[config.mk]
export PLATFORM = sky130hd
export DESIGN_NAME = video_timing_gen
export DESIGN_NICKNAME = d
export VERILOG_FILES = /design/src/rtl/video_timing_gen.sv
export SDC_FILE = /design/constraint.sdc
export NUM_CORES = 1
export LEC_CHECK = 0
export ABC_AREA = 0
export CAP_MARGIN = 30
export CORE_MARGIN = 1
export CORE_UTILIZATION = 56
export DETAILED_ROUTE_END_ITERATION = 6
export GPL_TIMING_DRIVEN = 1
export PLACE_DENSITY_LB_ADDON = 0.15
export SLEW_MARGIN = 20
export SYNTH_ARGS = -nofsm -noshare
export SYNTH_HDL_FRONTEND = slang
export SYNTH_SLANG_ARGS = --single-unit
[constraint.sdc]
create_clock -name I_rgb_clk -period 5.1 [get_ports I_rgb_clk]
set_input_delay 0.765 -clock I_rgb_clk [delete_from_list [all_inputs] [get_ports I_rgb_clk]]
set_output_delay 0.765 -clock I_rgb_clk [all_outputs]
set_load 0.005 [all_outputs]
[src/rtl/video_timing_gen.sv]
// Raster timing source for the RGB interface: DE/HSYNC/VSYNC, pixel coordinates
// and line/frame strobes from compile-time porch, sync and active lengths.
module video_timing_gen #(
  parameter int H_ACTIVE = 1920,
  parameter int H_FP     = 88,
  parameter int H_SYNC   = 44,
  parameter int H_BP     = 148,
  parameter int V_ACTIVE = 1080,
  parameter int V_FP     = 4,
  parameter int V_SYNC   = 5,
  parameter int V_BP     = 36
) (
  input  logic I_rgb_clk,
  input  logic I_rst,
  input  logic I_enable,
  output logic O_rgb_de,
  output logic O_rgb_hsync,
  output logic O_rgb_vsync,
  output logic [((H_ACTIVE > 1) ? $clog2(H_ACTIVE) : 1)-1:0] O_x,
  output logic [((V_ACTIVE > 1) ? $clog2(V_ACTIVE) : 1)-1:0] O_y,
  output logic O_line_start,
  output logic O_frame_start,
  output logic O_busy
);

  localparam int H_TOTAL = H_ACTIVE + H_FP + H_SYNC + H_BP;
  localparam int V_TOTAL = V_ACTIVE + V_FP + V_SYNC + V_BP;
  localparam int HW = $clog2(H_TOTAL);
  localparam int VW = $clog2(V_TOTAL);
  localparam int XW = (H_ACTIVE > 1) ? $clog2(H_ACTIVE) : 1;
  localparam int YW = (V_ACTIVE > 1) ? $clog2(V_ACTIVE) : 1;

  localparam logic [HW-1:0] H_ACT_END  = HW'(H_ACTIVE);
  localparam logic [HW-1:0] H_SYNC_BEG = HW'(H_ACTIVE + H_FP);
  localparam logic [HW-1:0] H_SYNC_END = HW'(H_ACTIVE + H_FP + H_SYNC);
  localparam logic [HW-1:0] H_LAST     = HW'(H_TOTAL - 1);
  localparam logic [VW-1:0] V_ACT_END  = VW'(V_ACTIVE);
  localparam logic [VW-1:0] V_SYNC_BEG = VW'(V_ACTIVE + V_FP);
  localparam logic [VW-1:0] V_SYNC_END = VW'(V_ACTIVE + V_FP + V_SYNC);
  localparam logic [VW-1:0] V_LAST     = VW'(V_TOTAL - 1);

  generate
    if (H_ACTIVE < 1 || H_FP < 1 || H_SYNC < 1 || H_BP < 1 ||
        V_ACTIVE < 1 || V_FP < 1 || V_SYNC < 1 || V_BP < 1) begin : g_bad_param
      $error("video_timing_gen: every timing parameter must be at least 1");
    end
  endgenerate

  typedef enum logic {IDLE, RUN} state_e;

  state_e          state_q, state_d;
  logic [HW-1:0]   h_cnt_q, h_cnt_d;
  logic [VW-1:0]   v_cnt_q, v_cnt_d;
  logic            de_q, de_d;
  logic            hsync_q, hsync_d;
  logic            vsync_q, vsync_d;
  logic [XW-1:0]   x_q, x_d;
  logic [YW-1:0]   y_q, y_d;
  logic            line_start_q, line_start_d;
  logic            frame_start_q, frame_start_d;
  logic            busy_q, busy_d;
  logic            run;

  always_comb begin
    state_d = state_q;
    h_cnt_d = h_cnt_q;
    v_cnt_d = v_cnt_q;
    case (state_q)
      IDLE: begin
        h_cnt_d = '0;
        v_cnt_d = '0;
        if (I_enable) state_d = RUN;
      end
      RUN: begin
        // I_enable only matters on the final cycle so a frame is never cut short
        if (h_cnt_q == H_LAST) begin
          h_cnt_d = '0;
          if (v_cnt_q == V_LAST) begin
            v_cnt_d = '0;
            if (!I_enable) state_d = IDLE;
          end else begin
            v_cnt_d = v_cnt_q + VW'(1);
          end
        end else begin
          h_cnt_d = h_cnt_q + HW'(1);
        end
      end
    endcase
  end

  always_comb begin
    run           = (state_q == RUN);
    de_d          = run && (h_cnt_q < H_ACT_END) && (v_cnt_q < V_ACT_END);
    hsync_d       = run && (h_cnt_q >= H_SYNC_BEG) && (h_cnt_q < H_SYNC_END);
    vsync_d       = run && (v_cnt_q >= V_SYNC_BEG) && (v_cnt_q < V_SYNC_END);
    x_d           = de_d ? h_cnt_q[XW-1:0] : '0;
    y_d           = de_d ? v_cnt_q[YW-1:0] : '0;
    line_start_d  = de_d && (h_cnt_q == '0);
    frame_start_d = line_start_d && (v_cnt_q == '0);
    busy_d        = run;
  end

  always_ff @(posedge I_rgb_clk) begin
    if (I_rst) begin
      state_q       <= IDLE;
      h_cnt_q       <= '0;
      v_cnt_q       <= '0;
      de_q          <= 1'b0;
      hsync_q       <= 1'b0;
      vsync_q       <= 1'b0;
      x_q           <= '0;
      y_q           <= '0;
      line_start_q  <= 1'b0;
      frame_start_q <= 1'b0;
      busy_q        <= 1'b0;
    end else begin
      state_q       <= state_d;
      h_cnt_q       <= h_cnt_d;
      v_cnt_q       <= v_cnt_d;
      de_q          <= de_d;
      hsync_q       <= hsync_d;
      vsync_q       <= vsync_d;
      x_q           <= x_d;
      y_q           <= y_d;
      line_start_q  <= line_start_d;
      frame_start_q <= frame_start_d;
      busy_q        <= busy_d;
    end
  end

  assign O_rgb_de      = de_q;
  assign O_rgb_hsync   = hsync_q;
  assign O_rgb_vsync   = vsync_q;
  assign O_x           = x_q;
  assign O_y           = y_q;
  assign O_line_start  = line_start_q;
  assign O_frame_start = frame_start_q;
  assign O_busy        = busy_q;

endmodule

==> impl_metrics.json, run 1 <==
{
  "core_area_mm2": 0.00334,
  "synth-edff-count": 0,
  "finalSetupViolCount": 0,
  "clk_latency_ns": 0.37,
  "worst_pin_slew_ns": 0.710,
  "ys_warn_count": 0,
  "layout_common_cells": "dfxtp_1 (52), clkdlybuf4s50_1 (30), nor2_1 (23)",
  "cts.clk_slew.worst_paths_ns": 0.14,
  "holdWs_ns": 0.505,
  "die_x_um": 61.2,
  "firstDrtPassIters": 4,
  "cts_buffer_depth": 2,
  "seqCellArea_mm2": 0.00104,
  "syn_nets": 215,
  "antenna_found_initial": 0,
  "netlist_instances": 208,
  "fin_skew_ns": 0.0101,
  "period_share_pct": 48.1,
  "hold_violations": 0,
  "ctsResizeCount": 0,
  "ys_seq_area_share_pct": 53.0,
  "grt_pass1_wl_um": 6670,
  "wirelength_um": 3970,
  "nFillCells": 277,
  "clock-sinks": 52,
  "ys.flop_type": "dfxtp_1",
  "synth_cell_types": 35,
  "timing.setup.tns_ns": 0,
  "crit_fanout": 8,
  "ant_nets": 0,
  "areaGrowthSynthToFinish_pct": 19.2,
  "power_leakage_nw": 0.803,
  "io_pins": 31,
  "hold_path_class": "reg2reg",
  "clock-root-buffer": "clkbuf_4",
  "ir_worst_vdd_mv": 0.158,
  "grt_pass1_vias": 1507,
  "die_height_um": 61.2,
  "syn_avg_cell_area_um2": 9.44,
  "numPortBuffers": 30,
  "multi_input_area_um2": 851,
  "dp_hpwl_um": 2880,
  "nets": 243,
  "cts_setup_buffers": 0,
  "ff2ff_setup_slack_ns": 2.65,
  "drv_cap": 0,
  "dp_slack_ns": 2.51,
  "start_kind": "flip-flop",
  "detail_route.wl_per_cell_um": 14.0,
  "max_freq_ghz": 0.408,
  "status": "finished clean",
  "drtIter0Drc": 83,
  "placed_cell_area_mm2": 0.00228,
  "fin_area_mm2": 0.00234,
  "final_common_cell": "dfxtp_1",
  "crit_arrival_ns": 2.69,
  "diodes": 0,
  "finalWorstSetupSlack_ns": 2.65,
  "syn_area_mm2": 0.00196,
  "slew_headroom_pct": 52.2,
  "min_period_ns": 2.45,
  "die-area_mm2": 0.00375,
  "async_flop_share_pct": 0,
  "gr-total-overflow": 0,
  "powerDensity_mw_per_mm2": 266,
  "drv_slew": 0,
  "start_util_pct": 58.9,
  "rsz0062_at_grt": "no",
  "vias": 1573,
  "gp_congestion": 0.865,
  "required_ns": 5.33,
  "drive_gt1_share_pct": 4.22,
  "vias_per_cell": 5.56,
  "htree_num_levels": 2,
  "ys_ff_latch": 52,
  "cts_hold_buf": 0,
  "drcViolationCount": 0,
  "endpoint_kind": "flip-flop",
  "cts_buffers": 5,
  "rows": 21,
  "grt_max_degree": 19,
  "cts_tree": "done",
  "grt_usage_pct": 24.3,
  "worstSetupPathType": "reg2reg"
}
==> where the power goes <==
part | leakage, nW | internal, mW | switching [mW]
logic | 0.351 | 0.00862 | 0.0145
clock network | 0.0315 | 0.0677 | 0.120
registers | 0.420 | 0.410 | 0.00194
total | 0.803 | 0.487 | 0.137
==> per-stage QoR <==
stage | total power, mW | util (%) | std cells
3_3_place_gp | 0.443 | 68.3 | 275
6_report | 0.623 | 70.2 | 283
5_1_grt | 0.650 | 70.2 | 283
2_1_floorplan | 0.433 | - | 208
3_5_place_dp | 0.444 | 68.3 | 275
4_1_cts | 0.630 | 70.2 | 283
==> synthesized netlist by cell type, types with 2 or more instances <==
| cell | n | area share [%] |
|---|---|---|
| nor3_1 | 6 | 1.5 |
| and3_1 | 2 | 0.64 |
| inv_1 | 8 | 1.5 |
| nor2_1 | 23 | 4.4 |
| xor2_1 | 3 | 1.3 |
| nor4_1 | 2 | 0.64 |
| ha_1 | 4 | 2.5 |
| nand3_1 | 9 | 2.3 |
| a21oi_1 | 12 | 3.1 |
| o31ai_1 | 6 | 2.3 |
| or4_1 | 8 | 3.1 |
| nand2_1 | 11 | 2.1 |
| xnor2_1 | 8 | 3.6 |
| dfxtp_1 | 52 | 53 |
| nor4b_1 | 2 | 0.89 |
| and2_1 | 18 | 5.7 |
| o21ai_0 | 4 | 1.0 |
| nand4_1 | 6 | 1.9 |
| nand2b_1 | 2 | 0.64 |
| clkbuf_1 | 7 | 1.3 |
==> sequential cells by signal, indices dropped and copies added, names as in the netlist, 11 cells and up <==
name / count
O_x: 11
v_cnt_q: 11
O_y: 11
h_cnt_q: 12
==> cells by family (layout without fill, tap and decap cells) <==
| logic type | after synthesis | in the layout | synth area share, % |
|---|---|---|---|
| buffers and inverters | 17 | 46 | 3.69 |
| and+or+nand+nor | 98 | 98 | 27.9 |
| DFF | 52 | 52 | 53.0 |
| AOI/OAI and AO/OA | 26 | 26 | 7.96 |
| adders and majority gates | 4 | 4 | 2.55 |
| xor gates and xnor gates | 11 | 11 | 4.90 |
==> area by class of cell <==
type	instances	area share, %
Clock buffer	7	2.35
Multi-Input combinational cell	139	36.3
Clock inverter	1	0.321
Tap cell	46	2.46
Inverter	8	1.28
Timing Repair Buffer	30	12.8
Sequential cell	52	44.4
==> final timing paths <==
kind | start | endpoint | depth (start not counted)
worst min-delay path | h_cnt_q[0]$_SDFF_PP0_ | h_cnt_q[0]$_SDFF_PP0_ | 1
worst max-delay path | h_cnt_q[3]$_SDFF_PP0_ | busy_d$_SDFF_PP0_ | 4
worst min register to register | h_cnt_q[0]$_SDFF_PP0_ | h_cnt_q[0]$_SDFF_PP0_ | 1
worst max register to register | h_cnt_q[3]$_SDFF_PP0_ | busy_d$_SDFF_PP0_ | 4
==> routing by layer <==
layer | vias up | global-route usage [%] | wire, um
li1 | 772 | - | -
met1 | 725 | 32.1 | 1800
met2 | 66 | 37.1 | 1820
met3 | 10 | 6.09 | 252
met4 | 0 | 12.0 | 102
met5 | - | 0 | 0
==> worst max-delay path, stage by stage, from the launching register on <==
cell	delay, ns
dfxtp_1	0.41
or4_4	0.56
or4_1	0.66
o21ai_1	0.53
o21ai_0	0.17
No activity file was read; power rests on OpenSTA's default activity.
==> inputs of run 2 (changes only) <==
Settings changed: CORE_UTILIZATION 56 to 47.
Clock period 5.1 ns to 2.2 ns, I/O delays scaled along.
==> impl_metrics.json, run 2 (same netlist as run 1, synthesis figures left out) <==
{
  "power_leakage_nw": 0.916,
  "hold_path_class": "reg2reg",
  "switching_share_pct": 20.3,
  "hold_start": "h_cnt_q[0]$_SDFF_PP0_",
  "ff2ff_setup_slack_ns": 0.05,
  "worst_pin_slew_ns": 0.499,
  "die-area_mm2": 0.00444,
  "gp_congestion": 0.809,
  "clock-root-buffer": "clkbuf_8",
  "vias_per_cell": 5.19,
  "period_share_pct": 97.9,
  "crit_arrival_ns": 2.39,
  "worstHoldPathCells": 1,
  "cts.clk_slew.worst_paths_ns": 0.08,
  "grt_usage_pct": 20.2,
  "regToRegEndpoint": "v_cnt_q[3]$_SDFFE_PP0P_",
  "grt_pass1_wl_um": 6470,
  "gr-total-overflow": 0,
  "required_ns": 2.44,
  "layout_common_cells": "dfxtp_1 (51), clkdlybuf4s50_1 (30), nor2_1 (23)",
  "die_height_um": 66.7,
  "cts_buffer_depth": 2,
  "antenna_found_initial": 0,
  "crit_cells": 4,
  "wirelength_um": 4120,
  "powerDensity_mw_per_mm2": 651,
  "crit_slowest_cell": "or4_4",
  "finalSetupViolCount": 0,
  "ant_nets": 0,
  "nets": 259,
  "timing.setup.tns_ns": 0,
  "status": "finished clean",
  "detail_route.wl_per_cell_um": 13.6,
  "largest_reg_flops": 12,
  "cp_common_cell": "or4_4",
  "hold_violations": 0,
  "dp_hpwl_um": 2910,
  "drv_cap": 0,
  "power_frac_clock_pct": 38.5,
  "cts_tree": "done",
  "drv_slew": 0,
  "crit_fanout": 8,
  "io_pins": 31,
  "regMostFlops": "h_cnt_q",
  "combPwrFrac_pct": 3.7,
  "slew_headroom_pct": 66.3,
  "core_area_mm2": 0.00400,
  "drtIter0Drc": 95,
  "p_int_mw": 1.31,
  "min_to": "h_cnt_q[0]$_SDFF_PP0_",
  "drive_gt1_share_pct": 12.6,
  "switchingPower_mw": 0.335,
  "diodes": 0,
  "start_util_pct": 49.1,
  "endpoint_kind": "flip-flop",
  "fin_area_mm2": 0.00253,
  "start_kind": "flip-flop",
  "ir_worst_vdd_mv": 0.375,
  "worstSetupPathType": "reg2reg",
  "placed_cell_area_mm2": 0.00240,
  "areaGrowthSynthToFinish_pct": 28.9,
  "max_freq_ghz": 0.464,
  "min_period_ns": 2.15,
  "numPortBuffers": 30,
  "grt_max_degree": 19,
  "rows": 23,
  "final_common_cell": "dfxtp_1",
  "cpPeakStageDelay_ns": 0.59,
  "clock-sinks": 52,
  "r2r-start": "h_cnt_q[5]$_SDFF_PP0_",
  "r2r.worst_path.cells": 4,
  "firstDrtPassIters": 4,
  "critical_path.top_delay_family": "simple AND/OR/NAND/NOR gates",
  "vias": 1573,
  "crit_chain": "or4_4 -> or4_4 -> or4b_4 -> a21oi_2",
  "fin_util_pct": 63.3,
  "fin_skew_ns": 0.00637,
  "crit_buf_inv": 0,
  "die_x_um": 66.7,
  "power_mw": 1.65,
  "grt_pass1_vias": 1403,
  "p_seq_share_pct": 57.9,
  "drcViolationCount": 0,
  "htree_num_levels": 2,
  "rsz0062_at_grt": "no",
  "cts_buffers": 5,
  "holdWs_ns": 0.476,
  "clk_latency_ns": 0.30
}
run 2: cell count changes in the layout (fill, tap and decap cells not counted), sizes merged:
cell,delta
buf,+16
clkinv,+1
bufinv,+1
clkbuf,-1
clkinvlp,-1
run 2: worst max path at each step:
| stage | endpoint | slack, ns | start |
|---|---|---|---|
| after floorplan | v_cnt_q[7]$_SDFFE_PP0P_ | 0.02 | h_cnt_q[5]$_SDFF_PP0_ |
| final | v_cnt_q[3]$_SDFFE_PP0P_ | 0.05 | h_cnt_q[5]$_SDFF_PP0_ |
| after global placement | v_cnt_q[8]$_SDFFE_PP0P_ | 0.06 | h_cnt_q[5]$_SDFF_PP0_ |
| after CTS | v_cnt_q[3]$_SDFFE_PP0P_ | 0.03 | h_cnt_q[5]$_SDFF_PP0_ |
| after global routing | v_cnt_q[3]$_SDFFE_PP0P_ | 0.008 | h_cnt_q[5]$_SDFF_PP0_ |
| after detailed placement | v_cnt_q[8]$_SDFFE_PP0P_ | 0.02 | h_cnt_q[5]$_SDFF_PP0_ |
run 2: power by group through the flow:
stage	Combinational [mW]	Clock, mW	Sequential, mW
6_report	0.0606	0.634	0.954
3_5_place_dp	0.0583	0	0.976
5_1_grt	0.0680	0.684	0.955
3_3_place_gp	0.0576	0	0.976
4_1_cts	0.0582	0.652	0.954
2_1_floorplan	0.0273	0	0.976
run 2: repair_timing:
| action | CTS | global route |
|---|---|---|
| buffers inserted | 0 | 1 |
| pin swaps | 1 | 1 |
| hold buffers | 0 | 0 |
| resized for setup | 0 | 4 |
| endpoints found under the setup margin | 2 | 4 |
run 2: routing by layer:
layer	part of all wire, %	track usage (%)	up-vias	routed length, um
met5	0	0	-	0
met4	1.7	8.78	0	70
met3	4.2	6.34	8	171
met2	47	33.2	32	1920
met1	47	23.8	728	1950
li1	-	-	805	-
run 2: area by class of cell:
type,instances,area (um^2)
inverter,8,30.0
sequential,52,1040
timing repair buffer,46,420
fill,344,1470
multi-input combinational,139,870
clock buffer,6,72.6
tap,50,62.6
clock inverter,2,35.0
run 2: per-stage QoR:
| step | std cells | setup slack, ns |
|---|---|---|
| floorplan | 208 | 0.0246 |
| CTS | 302 | 0.0306 |
| global placement | 294 | 0.0563 |
| global route | 303 | 0.00836 |
| detailed placement | 294 | 0.0197 |
| finish | 303 | 0.0469 |
